$ cat config.mk
export PLATFORM = sky130hd
export DESIGN_NAME = vga_char_sched
export DESIGN_NICKNAME = d
export VERILOG_FILES = /design/src/rtl/vga_char_sched.sv
export SDC_FILE = /design/constraint.sdc
export NUM_CORES = 1
export LEC_CHECK = 0
export BUFFER_PORTS_ARGS = -buffer_cell sky130_fd_sc_hd__buf_2
export CAP_MARGIN = 30
export CORE_MARGIN = 2
export CORE_UTILIZATION = 48
export DETAILED_ROUTE_END_ITERATION = 12
export PLACE_DENSITY_LB_ADDON = 0.25
export SYNTH_ARGS = -nofsm -noshare
export SYNTH_HDL_FRONTEND = slang
export SYNTH_SLANG_ARGS = --single-unit
$ cat constraint.sdc
create_clock -name wb_clk_i -period 2.35 [get_ports wb_clk_i]
set_input_delay 0.235 -clock wb_clk_i [delete_from_list [all_inputs] [get_ports wb_clk_i]]
set_output_delay 0.235 -clock wb_clk_i [all_outputs]
set_load 0.02 [all_outputs]
$ cat src/rtl/vga_char_sched.sv
// rtl/vga_char_sched.sv - two-requester round-robin scheduler and Wishbone master for the VGA character peripheral
module vga_char_sched #(
  parameter int          TIMEOUT_CYCLES = 16,
  parameter logic [7:0]  POS_ADDR       = 8'h00,
  parameter logic [7:0]  CHAR_ADDR      = 8'h0C,
  parameter logic [7:0]  CHAR_MIN       = 8'h30,
  parameter logic [7:0]  CHAR_MAX       = 8'h39
) (
  input  logic        wb_clk_i,
  input  logic        wb_rst_i,
  input  logic        req0_valid,
  output logic        req0_ready,
  input  logic [9:0]  req0_row,
  input  logic [9:0]  req0_col,
  input  logic [7:0]  req0_char,
  input  logic        req1_valid,
  output logic        req1_ready,
  input  logic [9:0]  req1_row,
  input  logic [9:0]  req1_col,
  input  logic [7:0]  req1_char,
  output logic        m_cyc_o,
  output logic        m_stb_o,
  output logic        m_we_o,
  output logic [7:0]  m_adr_o,
  output logic [31:0] m_dat_o,
  output logic [3:0]  m_sel_o,
  input  logic        m_ack_i,
  input  logic        m_err_i,
  output logic        busy_o,
  output logic        grant_o,
  output logic        done_o,
  output logic        reject_o,
  output logic        timeout_o
);

  localparam int TW = $clog2(TIMEOUT_CYCLES + 1);

  typedef enum logic [2:0] {IDLE, WR_POS, GAP, WR_CHAR, ABORT} state_t;

  state_t        state;
  logic          last_grant;
  logic [9:0]    job_row;
  logic [9:0]    job_col;
  logic [7:0]    job_char;
  logic          cache_valid;
  logic [19:0]   cache_pos;
  logic [TW-1:0] tcnt;

  logic          winner;
  logic          accept;
  logic [9:0]    acc_row;
  logic [9:0]    acc_col;
  logic [7:0]    acc_char;
  logic          char_ok;
  logic          pos_hit;
  logic          expired;

  // With both requesting, the one that did not win last time goes next.
  always_comb begin
    winner = req1_valid;
    if (req0_valid && req1_valid)
      winner = ~last_grant;
  end

  assign req0_ready = (state == IDLE) & req0_valid & ~winner;
  assign req1_ready = (state == IDLE) & req1_valid & winner;
  assign accept     = req0_ready | req1_ready;

  assign acc_row  = winner ? req1_row  : req0_row;
  assign acc_col  = winner ? req1_col  : req0_col;
  assign acc_char = winner ? req1_char : req0_char;
  assign char_ok  = (acc_char >= CHAR_MIN) && (acc_char <= CHAR_MAX);
  assign pos_hit  = cache_valid && (cache_pos == {acc_row, acc_col});
  assign expired  = (tcnt == TW'(TIMEOUT_CYCLES - 1));
  assign busy_o   = (state != IDLE);

  always_ff @(posedge wb_clk_i or posedge wb_rst_i) begin
    if (wb_rst_i) begin
      state       <= IDLE;
      last_grant  <= 1'b1;
      grant_o     <= 1'b0;
      job_row     <= '0;
      job_col     <= '0;
      job_char    <= '0;
      cache_valid <= 1'b0;
      cache_pos   <= '0;
      tcnt        <= '0;
      m_cyc_o     <= 1'b0;
      m_stb_o     <= 1'b0;
      m_we_o      <= 1'b0;
      m_adr_o     <= '0;
      m_dat_o     <= '0;
      m_sel_o     <= '0;
      done_o      <= 1'b0;
      reject_o    <= 1'b0;
      timeout_o   <= 1'b0;
    end else begin
      done_o    <= 1'b0;
      reject_o  <= 1'b0;
      timeout_o <= 1'b0;
      case (state)
        IDLE: begin
          if (accept) begin
            last_grant <= winner;
            grant_o    <= winner;
            job_row    <= acc_row;
            job_col    <= acc_col;
            job_char   <= acc_char;
            if (!char_ok) begin
              reject_o <= 1'b1;
            end else begin
              m_cyc_o <= 1'b1;
              m_stb_o <= 1'b1;
              m_we_o  <= 1'b1;
              m_sel_o <= 4'hF;
              tcnt    <= '0;
              if (pos_hit) begin
                state   <= WR_CHAR;
                m_adr_o <= CHAR_ADDR;
                m_dat_o <= {24'b0, acc_char};
              end else begin
                state   <= WR_POS;
                m_adr_o <= POS_ADDR;
                m_dat_o <= {12'b0, acc_row, acc_col};
              end
            end
          end
        end
        WR_POS, WR_CHAR: begin
          // Ack beats a simultaneous timeout expiry.
          if (m_ack_i) begin
            m_cyc_o <= 1'b0;
            m_stb_o <= 1'b0;
            m_we_o  <= 1'b0;
            m_sel_o <= 4'h0;
            if (state == WR_POS) begin
              cache_valid <= 1'b1;
              cache_pos   <= {job_row, job_col};
              state       <= GAP;
            end else begin
              done_o <= 1'b1;
              state  <= IDLE;
            end
          end else if (m_err_i || expired) begin
            m_cyc_o     <= 1'b0;
            m_stb_o     <= 1'b0;
            m_we_o      <= 1'b0;
            m_sel_o     <= 4'h0;
            cache_valid <= 1'b0;
            timeout_o   <= 1'b1;
            state       <= ABORT;
          end else begin
            tcnt <= tcnt + TW'(1);
          end
        end
        GAP: begin
          // The peripheral re-acks a held strobe, so the bus must drop for a cycle.
          state   <= WR_CHAR;
          m_cyc_o <= 1'b1;
          m_stb_o <= 1'b1;
          m_we_o  <= 1'b1;
          m_sel_o <= 4'hF;
          m_adr_o <= CHAR_ADDR;
          m_dat_o <= {24'b0, job_char};
          tcnt    <= '0;
        end
        ABORT: begin
          state <= IDLE;
        end
        default: begin
          state <= IDLE;
        end
      endcase
    end
  end

endmodule

# Word level (Yosys, flattened, before mapping)
# Index checks and enable logic that the tools add are counted.
# word_totals
ff_bits	107
in_bits	62
out_inout_bits	54
word_cells	99
# op_classes
add_sub_neg	1
n_lt_le_gt_ge	2
eq_ne	11
muxes	45
bitwise	7
n_reduce_logical	17
# op_table
op	n
32-bit two-way mux	2
32-bit one-hot mux with 2 select lines	1
8-bit two-way mux	3
20-bit == test	1
10-bit two-way mux	2
20-bit two-way mux	1
4-bit two-way mux	5
5-bit two-way mux	4
1-bit two-way mux	16
8-bit one-hot mux with 2 select lines	1
5-bit one-hot mux with 3 select lines	1
3-bit two-way mux	4
4-bit one-hot mux with 3 select lines	1
3-bit AND reduction	4
3-bit one-hot mux with 3 select lines	1
8-bit by 6-bit greater-or-equal comparator with 1-bit output (second input constant)	1
8-bit by 6-bit <= comparator with 1-bit output (second input constant)	1
2-bit != test (second input constant)	4
3-bit by 2-bit == test with 1-bit output (second input constant)	2
3-bit nonzero test	2
5-bit by 1-bit adder with 5-bit output (second input constant)	1
5-bit by 4-bit == test with 1-bit output (second input constant)	1
5-bit AND reduction	1
1-bit bitwise AND	4
other kinds (14)	19

# Longest topological paths before layout
# Gate-level depths: netlist (run 1).
# depth
depth_word	9
depth_mapped	11
depth_no_buf	10

# Worst setup path after synthesis (run 1)
# No wires, ideal clock.
# synth_timing
kind	reg2reg
startpoint	reg state[2]
endpoint	reg m_dat_o[0]
setup_ns	0.118
t_arrival_ns	2.252
required_ns	2.232
slack_ns	-0.020
path_stages_with_launch	11
path_buffers	2
period_less_slack_ns	2.370
cell_sequence	dfrtp_1 > clkbuf_1 > nor3_2 > inv_1 > nor2_1 > a21boi_1 > nor2_1 > or3_1 > buf_2 > a22o_1 > a21o_1
# synth_between
elab_chain_cells	6
elab_cells_between_ends	12
cone_classes	eq/ne: 3; mux: 1; bitwise: 5; reduce/logical: 3
# synth_rtl
element	line_no	text
start, declared	40	state_t state;
start signal, assigned	79	state <= IDLE;
start signal, assigned	118	state <= WR_CHAR;
start signal, assigned	122	state <= WR_POS;
3-bit logical NOT	65, 66, 101	
1-bit bitwise AND (on tied branches) (2 in series)	65, 66	
1-bit bitwise OR	67	assign accept = req0_ready | req1_ready;
2-bit != test (no source line)	n/a	
3-bit AND reduction (no source line)	n/a	
end signal, assigned	120	m_dat_o <= {24'b0, acc_char};
end signal, assigned	124	m_dat_o <= {12'b0, acc_row, acc_col};
end signal, assigned	164	m_dat_o <= {24'b0, job_char};
end, declared	25	output logic [31:0] m_dat_o,
# Parallel ways exist; a longest one is shown, timed or not.
# A chain may end at the register's enable or synchronous reset.

# Final worst setup path (run 1)
# layout_timing
startpoint	reg last_grant
endpoint	reg m_dat_o[0]
# layout_between
elab_chain_cells	9
elab_cells_between_ends	21
cone_classes	order compare: 2; eq/ne: 3; mux: 8; bitwise: 5; reduce/logical: 3
# layout_rtl
element	line_no	text
start, declared	41	logic last_grant;
start signal, assigned	104	last_grant <= winner;
1-bit inverter (*)	62	winner = ~last_grant;
1-bit two-way mux (*)	61	if (req0_valid && req1_valid)
10-bit two-way mux (on tied branches)	70, 69	
20-bit == test	73	assign pos_hit = cache_valid && (cache_pos == {acc_row, acc_col});
1-bit logical AND	73	
20-bit two-way mux	117	if (pos_hit) begin
32-bit two-way mux	109	if (!char_ok) begin
32-bit two-way mux	103	if (accept) begin
32-bit one-hot mux with 2 select lines	101	case (state)
# Mark *: on every way between the ends. The rest lies on a longest branch, timed or not. The select of a mux whose other input is x is not followed.

==> results of run 1 <==
[metrics by stage]
step | utilization [%] | cell area (um2)
after floorplan | - | 4443
after global placement | 58.04 | 5086
after detailed placement | 58.10 | 5091
after CTS | 61.04 | 5349
after global routing | 61.31 | 5373
final | 61.31 | 5373
[routing by layer]
| metal | GRT usage (%) | vias up | routed length [um] |
|---|---|---|---|
| li1 | - | 1757 | - |
| met1 | 32.98 | 1824 | 5078 |
| met2 | 38.41 | 158 | 5541 |
| met3 | 4.849 | 28 | 672 |
| met4 | 10.01 | 0 | 289 |
| met5 | 0 | - | 0 |
[worst max-delay path by stage]
| stage | startpoint | to | slack (ns) | cells after the start |
|---|---|---|---|---|
| 3_3_place_gp | req0_valid | m_dat_o[0] | -0.31 | 11 |
| 6_report | last_grant | m_dat_o[0] | -0.22 | 11 |
| 2_1_floorplan | last_grant | m_dat_o[0] | 0.02 | 7 |
| 4_1_cts | last_grant | m_dat_o[0] | -0.21 | 9 |
| 3_5_place_dp | req0_valid | m_dat_o[0] | -0.39 | 11 |
| 5_1_grt | last_grant | m_dat_o[0] | -0.32 | 11 |
[kinds of logic after synthesis]
logic type               count (synthesis)  synth area share, %
multiplexers                            34                11.08
XOR/XNOR                                12                2.404
adder cells (fa/ha/maj)                  2               0.5723
other                                    1              0.08578
flip-flops                              84                48.11
AND/OR/NAND/NOR                        132                13.37
AO/OA/AOI/OAI                          110                16.09
buffers and inverters                   67                8.300
[sequential cells by signal, summed over array words and instances, names as in the netlist, 3 cells and up]
register / cells
job_row: 10
m_dat_o: 20
tcnt: 5
cache_pos: 20
state: 3
job_char: 8
job_col: 10
[synthesized netlist by cell type (all sizes together) (5+ instances only)]
library cell,number,area share [%]
a21oi,27,3.1
nor2,47,4.0
a22o,9,1.8
mux4,8,4.8
inv,20,1.7
mux2,11,2.8
o22ai,7,1.0
o21ai,30,3.4
nand2b,6,0.86
a31oi,10,1.4
dfrtp,83,48
nand2,57,4.9
xnor2,8,1.6
mux2i,15,3.4
a21o,8,1.4
buf,37,5.7
nor3,5,0.69
clkbuf,10,0.86
[final cells by class]
cell class | count | share of cell area [%]
flip-flops and latches | 84 | 39.15
multi-input cells | 309 | 37.63
repair buffers | 138 | 15.81
clock buffers | 13 | 2.771
well taps | 108 | 2.515
inverters | 20 | 1.467
clock inverters | 2 | 0.6521
[where the power goes]
part           internal, mW  switching [mW]  leakage, nW
sequential             2.01           0.372         1.03
clock                 0.515           0.502       0.0935
combinational          1.06            1.41         1.56
total                  3.59            2.29         2.68
[repair_timing]
| action | CTS | global route |
|---|---|---|
| hold buffers | 1 | 0 |
| endpoints found under the setup margin | 28 | 28 |
| gates resized for setup | 7 | 6 |
| buffers inserted | 2 | 1 |
| endpoints found under the hold margin | 17 | 0 |
| cloned | 2 | 0 |
| pin swaps | 3 | 2 |
[worst max-delay path, delay by kind of cell, from the launching register on]
kind	cells	cell delay (ns)
flip-flops	1	0.61
buffers and inverters	3	0.46
multiplexers	2	0.46
AO/OA/AOI/OAI	3	0.53
AND/OR/NAND/NOR	3	0.42
==> impl_metrics.env, run 1 <==
export IMPL_fin_skew_ns=0.008020
export IMPL_htreeDepth=3
export IMPL_cpMostUsedCell="buf_6"
export IMPL_dp_cells=654
export IMPL_clockBufferDepth=2
export IMPL_ys_seq_elements=84
export IMPL_cts_tree="done"
export IMPL_critPathKind="reg2reg"
export IMPL_vias=3767
export IMPL_die_area_um2=9887
export IMPL_area_growth_pct=22.90
export IMPL_wire_per_inst_um=17.18
export IMPL_yosysUniqueCellTypes=53
export IMPL_dr_first_iter_drc_count=215
export IMPL_core_area_um2=8763
export IMPL_violations="setup timing"
export IMPL_ios=116
export IMPL_crit_chain="a21boi_4 -> buf_12 -> buf_6 -> mux2i_1 -> nor2_1 -> a211o_1 -> nor4_2 -> nand4_2 -> buf_6 -> mux4_2 -> a21o_1"
export IMPL_grt_max_degree=58
export IMPL_viasPerCell=5.589
export IMPL_cp_slowest_cell="dfstp_2"
export IMPL_netlist_area_um2=4372
export IMPL_synth_ff_type="dfrtp_1"
export IMPL_overflow=0
export IMPL_r2r_end="m_dat_o[0]"
export IMPL_clk_pin_slew_ns=0.08
export IMPL_gr_usage_all_layers_pct=24.29
export IMPL_stdcell_count=674
export IMPL_worst_slack_ns=-0.2248
export IMPL_hold_path_startpoint="m_ack_i"
export IMPL_final_cell_mix="buf_2 (98), dfrtp_1 (83), nand2_1 (57)"
export IMPL_slew_viol_final=0
export IMPL_outcome="complete, but fails checks"
export IMPL_whs_endpoint="state[2]"
export IMPL_hpwlAfterDp_um=8364
export IMPL_gp_congestion=0.8722
export IMPL_fin_tns_setup_ns=-3.689
export IMPL_min_period_over_period_pct=109.6
export IMPL_die_y_um=99.44
export IMPL_die_w_um=99.44
export IMPL_crit_required_ns=2.60
export IMPL_hold_viol=0
export IMPL_finalSetupViolCount=23
export IMPL_irDropWorstVdd_mv=0.5035
export IMPL_hp_class="in2reg"
export IMPL_ant_nets=0
export IMPL_drt_wl_total_um=11580
export IMPL_whs_ns=0.1095
export IMPL_max_clock_freq_ghz=0.3884
export IMPL_initial_core_util_pct=49.89
export IMPL_relSlewSlack_pct=60.32
export IMPL_hold_depth=2
export IMPL_yosysSeqAreaShare_pct=48.11
export IMPL_clock_sinks=84
export IMPL_drc=0
export IMPL_cts_root_buffer="clkbuf_8"
export IMPL_seq_area_um2=2103
export IMPL_worst_ep_arrival_time_ns=2.82
export IMPL_worst_pin_slew_ns=0.5952
export IMPL_path_max_fanout=7
export IMPL_synth_edf_count=0
export IMPL_layout_commonest_cell="buf_2"
export IMPL_yosys_warnings=0
export IMPL_r2r_slack_ns=-0.22
export IMPL_fin_nets=626
export IMPL_synthCells=442
export IMPL_grt_pass1_wl_um=18550
export IMPL_async_reset_ff_share_pct=100.0
export IMPL_reg2reg_depth=11
export IMPL_antenna_found_initial=0
export IMPL_diodes=0
export IMPL_cpPeakStageDelay_ns=0.61
export IMPL_finalPower_mw=5.876
export IMPL_multi_input_comb_area_um2=2022
export IMPL_fill_cells=752
export IMPL_numCtsBuffers=9
export IMPL_drt_pass1_iter_count=4
export IMPL_maxCapViolCount=0
export IMPL_clock_latency_ns=0.36
export IMPL_power_density_nw_per_um2=1094
export IMPL_rsz0062_at_grt="yes"
export IMPL_reg2reg_from="last_grant"
export IMPL_leakage_nw=2.678
export IMPL_row_count=34
export IMPL_drive_gt1_share_pct=31.80
export IMPL_grt_pass1_vias=3719
export IMPL_min_period_ns=2.575
export IMPL_syn_avg_cell_area_um2=9.891
export IMPL_io_buffers=97
export IMPL_pre_cts_ws_ns=-0.3938
export IMPL_cp_end_kind="register"
export IMPL_cp_start_kind="register"
Power figures use the tool's default switching activity.
==> inputs of run 2 (changes only) <==
Settings changed: RECOVER_POWER set to 100.
==> impl_metrics.env, run 2 (synthesis gave the netlist of run 1 again) <==
export IMPL_hold_viol=0
export IMPL_fill_cells=767
export IMPL_clockBufferDepth=2
export IMPL_cpPeakStageDelay_ns=0.61
export IMPL_crit_chain="a21boi_2 -> or4_1 -> a211oi_1 -> nand4_2 -> buf_6 -> mux4_2 -> a21o_1"
export IMPL_leakage_nw=2.540
export IMPL_worst_pin_slew_ns=0.9612
export IMPL_gr_usage_all_layers_pct=24.29
export IMPL_cp_start_kind="register"
export IMPL_viasPerCell=5.549
export IMPL_fin_nets=626
export IMPL_drc=0
export IMPL_cp_slowest_cell="dfstp_2"
export IMPL_htreeDepth=3
export IMPL_row_count=34
export IMPL_core_area_um2=8763
export IMPL_path_max_fanout=7
export IMPL_worst_ep_arrival_time_ns=2.81
export IMPL_crit_family="simple AND/OR/NAND/NOR gates"
export IMPL_relSlewSlack_pct=35.92
export IMPL_antenna_found_initial=0
export IMPL_grt_pass1_vias=3719
export IMPL_slew_viol_final=0
export IMPL_fin_skew_ns=0.008571
export IMPL_clk_pin_slew_ns=0.08
export IMPL_dr_first_iter_drc_count=224
export IMPL_finalSetupViolCount=23
export IMPL_diodes=0
export IMPL_initial_core_util_pct=49.89
export IMPL_final_cell_mix="dfrtp_1 (83), buf_2 (66), nand2_1 (57)"
export IMPL_min_period_ns=2.564
export IMPL_io_buffers=97
export IMPL_gp_congestion=0.8722
export IMPL_drt_pass1_iter_count=4
export IMPL_grt_max_degree=58
export IMPL_power_density_nw_per_um2=1099
export IMPL_clock_sinks=84
export IMPL_overflow=0
export IMPL_fin_tns_setup_ns=-3.511
export IMPL_postLayoutCoreUtil_pct=60.57
export IMPL_pwr_share_comb_pct=41.6
export IMPL_cts_tree="done"
export IMPL_drt_wl_total_um=11560
export IMPL_numCtsBuffers=9
export IMPL_grt_pass1_wl_um=18550
export IMPL_ios=116
export IMPL_area_growth_pct=21.41
export IMPL_die_y_um=99.44
export IMPL_min_period_over_period_pct=109.1
export IMPL_crit_required_ns=2.60
export IMPL_ant_nets=0
export IMPL_reg_top3="cache_pos x20, m_dat_o x20"
export IMPL_multi_input_comb_area_um2=2022
export IMPL_die_area_um2=9887
export IMPL_wire_per_inst_um=17.15
export IMPL_cp_end_kind="register"
export IMPL_whs_ns=0.1045
export IMPL_drive_gt1_share_pct=25.80
export IMPL_hp_class="in2reg"
export IMPL_max_clock_freq_ghz=0.3900
export IMPL_p_sw_mw=2.287
export IMPL_violations="setup timing"
export IMPL_hpwlAfterDp_um=8364
export IMPL_cts_root_buffer="clkbuf_8"
export IMPL_irDropWorstVdd_mv=0.5039
export IMPL_seq_area_um2=2103
export IMPL_die_w_um=99.44
export IMPL_vias=3740
export IMPL_r2r_slack_ns=-0.21
export IMPL_layout_commonest_cell="dfrtp_1"
export IMPL_crit_buf_inv=1
export IMPL_clock_latency_ns=0.36
export IMPL_power_internal_mw=3.548
export IMPL_worst_slack_ns=-0.2144
export IMPL_p_clk_share_pct=17.4
export IMPL_outcome="complete, but fails checks"
export IMPL_rsz0062_at_grt="yes"
export IMPL_maxCapViolCount=0
export IMPL_critPathKind="reg2reg"
export IMPL_swShare_pct=39.19
export IMPL_seqPwrFrac_pct=41.0
## run 2: cell types whose count changed in the layout (fill, tap and decap cells not counted), sizes merged
cell,before,now
buf,136,101
clkbuf,14,49
## run 2: area by class of cell
cell class / instances / area share [%]
Sequential cell: 84 / 39.63
Multi-Input combinational cell: 309 / 38.10
Timing Repair Buffer: 138 / 14.83
Clock buffer: 13 / 2.805
Tap cell: 108 / 2.546
Inverter: 20 / 1.438
Clock inverter: 2 / 0.6601
## run 2: power groups by stage
stage               combinational, mW  clock [mW]  sequential (mW)
floorplan                        1.60           0             2.42
global placement                 2.33           0             2.37
detailed placement               2.41           0             2.40
CTS                              2.46        1.03             2.38
global route                     2.69        1.09             2.47
finish                           2.43        1.02             2.39
## run 2: path summary, 6_finish.rpt
kind	from	to	depth (start not counted)
max reg2reg	last_grant	m_dat_o[0]	7
min	m_ack_i	state[2]	2
max in group asynchronous	wb_rst_i	cache_pos[1]	4
min in group asynchronous	wb_rst_i	tcnt[2]	3
min reg2reg	m_dat_o[12]	m_dat_o[12]	2
max	last_grant	m_dat_o[0]	7
## run 2: layer usage
metal	vias up	wire length, um	global-route usage, %
li1	1760	-	-
met1	1815	4954	32.98
met2	142	5626	38.41
met3	23	731	4.849
met4	0	245	10.01
met5	-	0	0
## run 2: timing repair
| item | 4_1_cts | 5_1_grt |
|---|---|---|
| hold buffers | 1 | 0 |
| resized for setup | 7 | 6 |
| pin swaps | 3 | 2 |
| endpoints found under the setup margin | 28 | 28 |
| setup buffers | 2 | 1 |
| hold endpoints to repair | 17 | 0 |
| gates cloned | 2 | 0 |
## run 2: stage by stage
step	setup WS [ns]	std cells	total power, mW	instance area [um2]
finish	-0.2144	674	5.835	5308
global route	-0.3203	674	6.250	5308
CTS	-0.2112	674	5.879	5349
detailed placement	-0.3938	654	4.809	5091
global placement	-0.3083	653	4.703	5086
floorplan	0.01723	459	4.020	4443
==> inputs of run 3 (changes only) <==
Settings changed: PLACE_DENSITY set to 0.82, PLACE_DENSITY_LB_ADDON 0.25 to not set.
==> impl_metrics.env, run 3 (synthesis gave the netlist of run 1 again) <==
export IMPL_viasPerCell=5.790
export IMPL_diodes=0
export IMPL_outcome="complete, but fails checks"
export IMPL_gr_usage_all_layers_pct=25.84
export IMPL_crit_buf_inv=1
export IMPL_cts_root_buffer="clkbuf_8"
export IMPL_violations="capacitance limit, slew limit, setup timing"
export IMPL_min_period_ns=2.626
export IMPL_stdcell_count=689
export IMPL_numCtsBuffers=9
export IMPL_path_max_fanout=7
export IMPL_relSlewSlack_pct=-7.694
export IMPL_core_area_um2=8763
export IMPL_cp_start_kind="register"
export IMPL_fill_cells=666
export IMPL_die_w_um=99.44
export IMPL_antenna_found_initial=0
export IMPL_maxCapViolCount=1
export IMPL_worst_slack_ns=-0.2761
export IMPL_slew_viol_final=36
export IMPL_fin_nets=641
export IMPL_worst_pin_slew_ns=1.607
export IMPL_die_area_um2=9887
export IMPL_pre_cts_ws_ns=-0.4502
export IMPL_cp_end_kind="register"
export IMPL_cpPeakStageDelay_ns=0.42
export IMPL_grt_pass1_wl_um=19830
export IMPL_layout_commonest_cell="dfrtp_1"
export IMPL_wire_per_inst_um=18.52
export IMPL_reg_top3="cache_pos x20, m_dat_o x20"
export IMPL_finalPower_mw=6.367
export IMPL_dp_cells=661
export IMPL_clk_pin_slew_ns=0.08
export IMPL_hold_viol=0
export IMPL_clock_sinks=84
export IMPL_fin_skew_ns=0.009290
export IMPL_drive_gt1_share_pct=30.29
export IMPL_vias=3989
export IMPL_worst_ep_arrival_time_ns=2.88
export IMPL_crit_chain="a21boi_2 -> mux2i_1 -> o22ai_1 -> or3_4 -> nor3_4 -> nand4_2 -> buf_6 -> mux4_2 -> a21o_1"
export IMPL_htreeDepth=3
export IMPL_cts_tree="done"
export IMPL_irDropWorstVdd_mv=0.4312
export IMPL_initial_core_util_pct=49.89
export IMPL_cp_slowest_cell="dfstp_2"
export IMPL_io_buffers=97
export IMPL_hold_buffers=0
export IMPL_max_clock_freq_ghz=0.3808
export IMPL_row_count=34
export IMPL_clock_latency_ns=0.36
export IMPL_finalSetupViolCount=22
export IMPL_drc=0
export IMPL_power_density_nw_per_um2=1144
export IMPL_crit_required_ns=2.60
export IMPL_min_period_over_period_pct=111.8
export IMPL_seq_area_um2=2103
export IMPL_ant_nets=0
export IMPL_die_y_um=99.44
export IMPL_dr_first_iter_drc_count=296
export IMPL_multi_input_comb_area_um2=2118
export IMPL_final_cell_mix="dfrtp_1 (83), buf_2 (64), nand2_1 (56)"
export IMPL_clockBufferDepth=2
export IMPL_hp_class="in2reg"
export IMPL_critPathKind="reg2reg"
export IMPL_leakage_nw=2.648
export IMPL_drt_wl_total_um=12760
export IMPL_gp_congestion=0.9167
export IMPL_rsz0062_at_grt="yes"
export IMPL_area_growth_pct=27.33
export IMPL_overflow=0
export IMPL_grt_max_degree=58
export IMPL_hpwlAfterDp_um=8588
export IMPL_grt_pass1_vias=3987
export IMPL_crit_family="compound AO/OA/AOI/OAI gates"
export IMPL_drt_pass1_iter_count=5
export IMPL_whs_ns=0.08469
export IMPL_ios=116
-- run 3: repair_timing --
| item | in CTS | in global routing |
|---|---|---|
| buffers inserted | 8 | 5 |
| gates resized for setup | 15 | 23 |
| cloned | 2 | 0 |
| endpoints found under the setup margin | 28 | 27 |
| pin swaps | 4 | 13 |
-- run 3: final timing paths --
check / start / endpoint / slack [ns] / depth (start not counted)
worst max-delay path: last_grant / m_dat_o[2] / -0.28 / 9
worst min-delay path: m_ack_i / state[2] / 0.08 / 2
worst max register to register: last_grant / m_dat_o[2] / -0.28 / 9
worst min register to register: grant_o / grant_o / 0.48 / 2
max in group asynchronous: wb_rst_i / m_dat_o[15] / 0.79 / 3
min in group asynchronous: wb_rst_i / tcnt[0] / 0.24 / 2
-- run 3: per-layer routing --
layer	wire, um	track usage (%)
met2	6141	40.90
met5	0	0
met3	1067	6.114
met1	4899	32.85
met4	651	14.33
-- run 3: area by class of cell --
type                            count  share of cell area (%)
Sequential cell                    84                   37.78
Clock buffer                       10                   2.472
Inverter                           20                   1.416
Multi-Input combinational cell    309                   38.05
Clock inverter                      5                   1.798
Timing Repair Buffer              153                   16.05
Tap cell                          108                   2.428
-- run 3: metrics by stage --
stage	utilization (%)	cell area, um2	TNS (ns)
detailed placement	58.72	5146	-9.213
global placement	58.72	5146	-7.299
global route	63.52	5567	-6.267
finish	63.52	5567	-4.488
CTS	62.98	5519	-5.032
floorplan	-	4443	0
-- run 3: where the power goes --
part | leakage (nW) | switching, mW | internal, mW
combinational | 1.50 | 1.57 | 1.13
clock | 0.122 | 0.525 | 0.726
sequential | 1.03 | 0.396 | 2.01
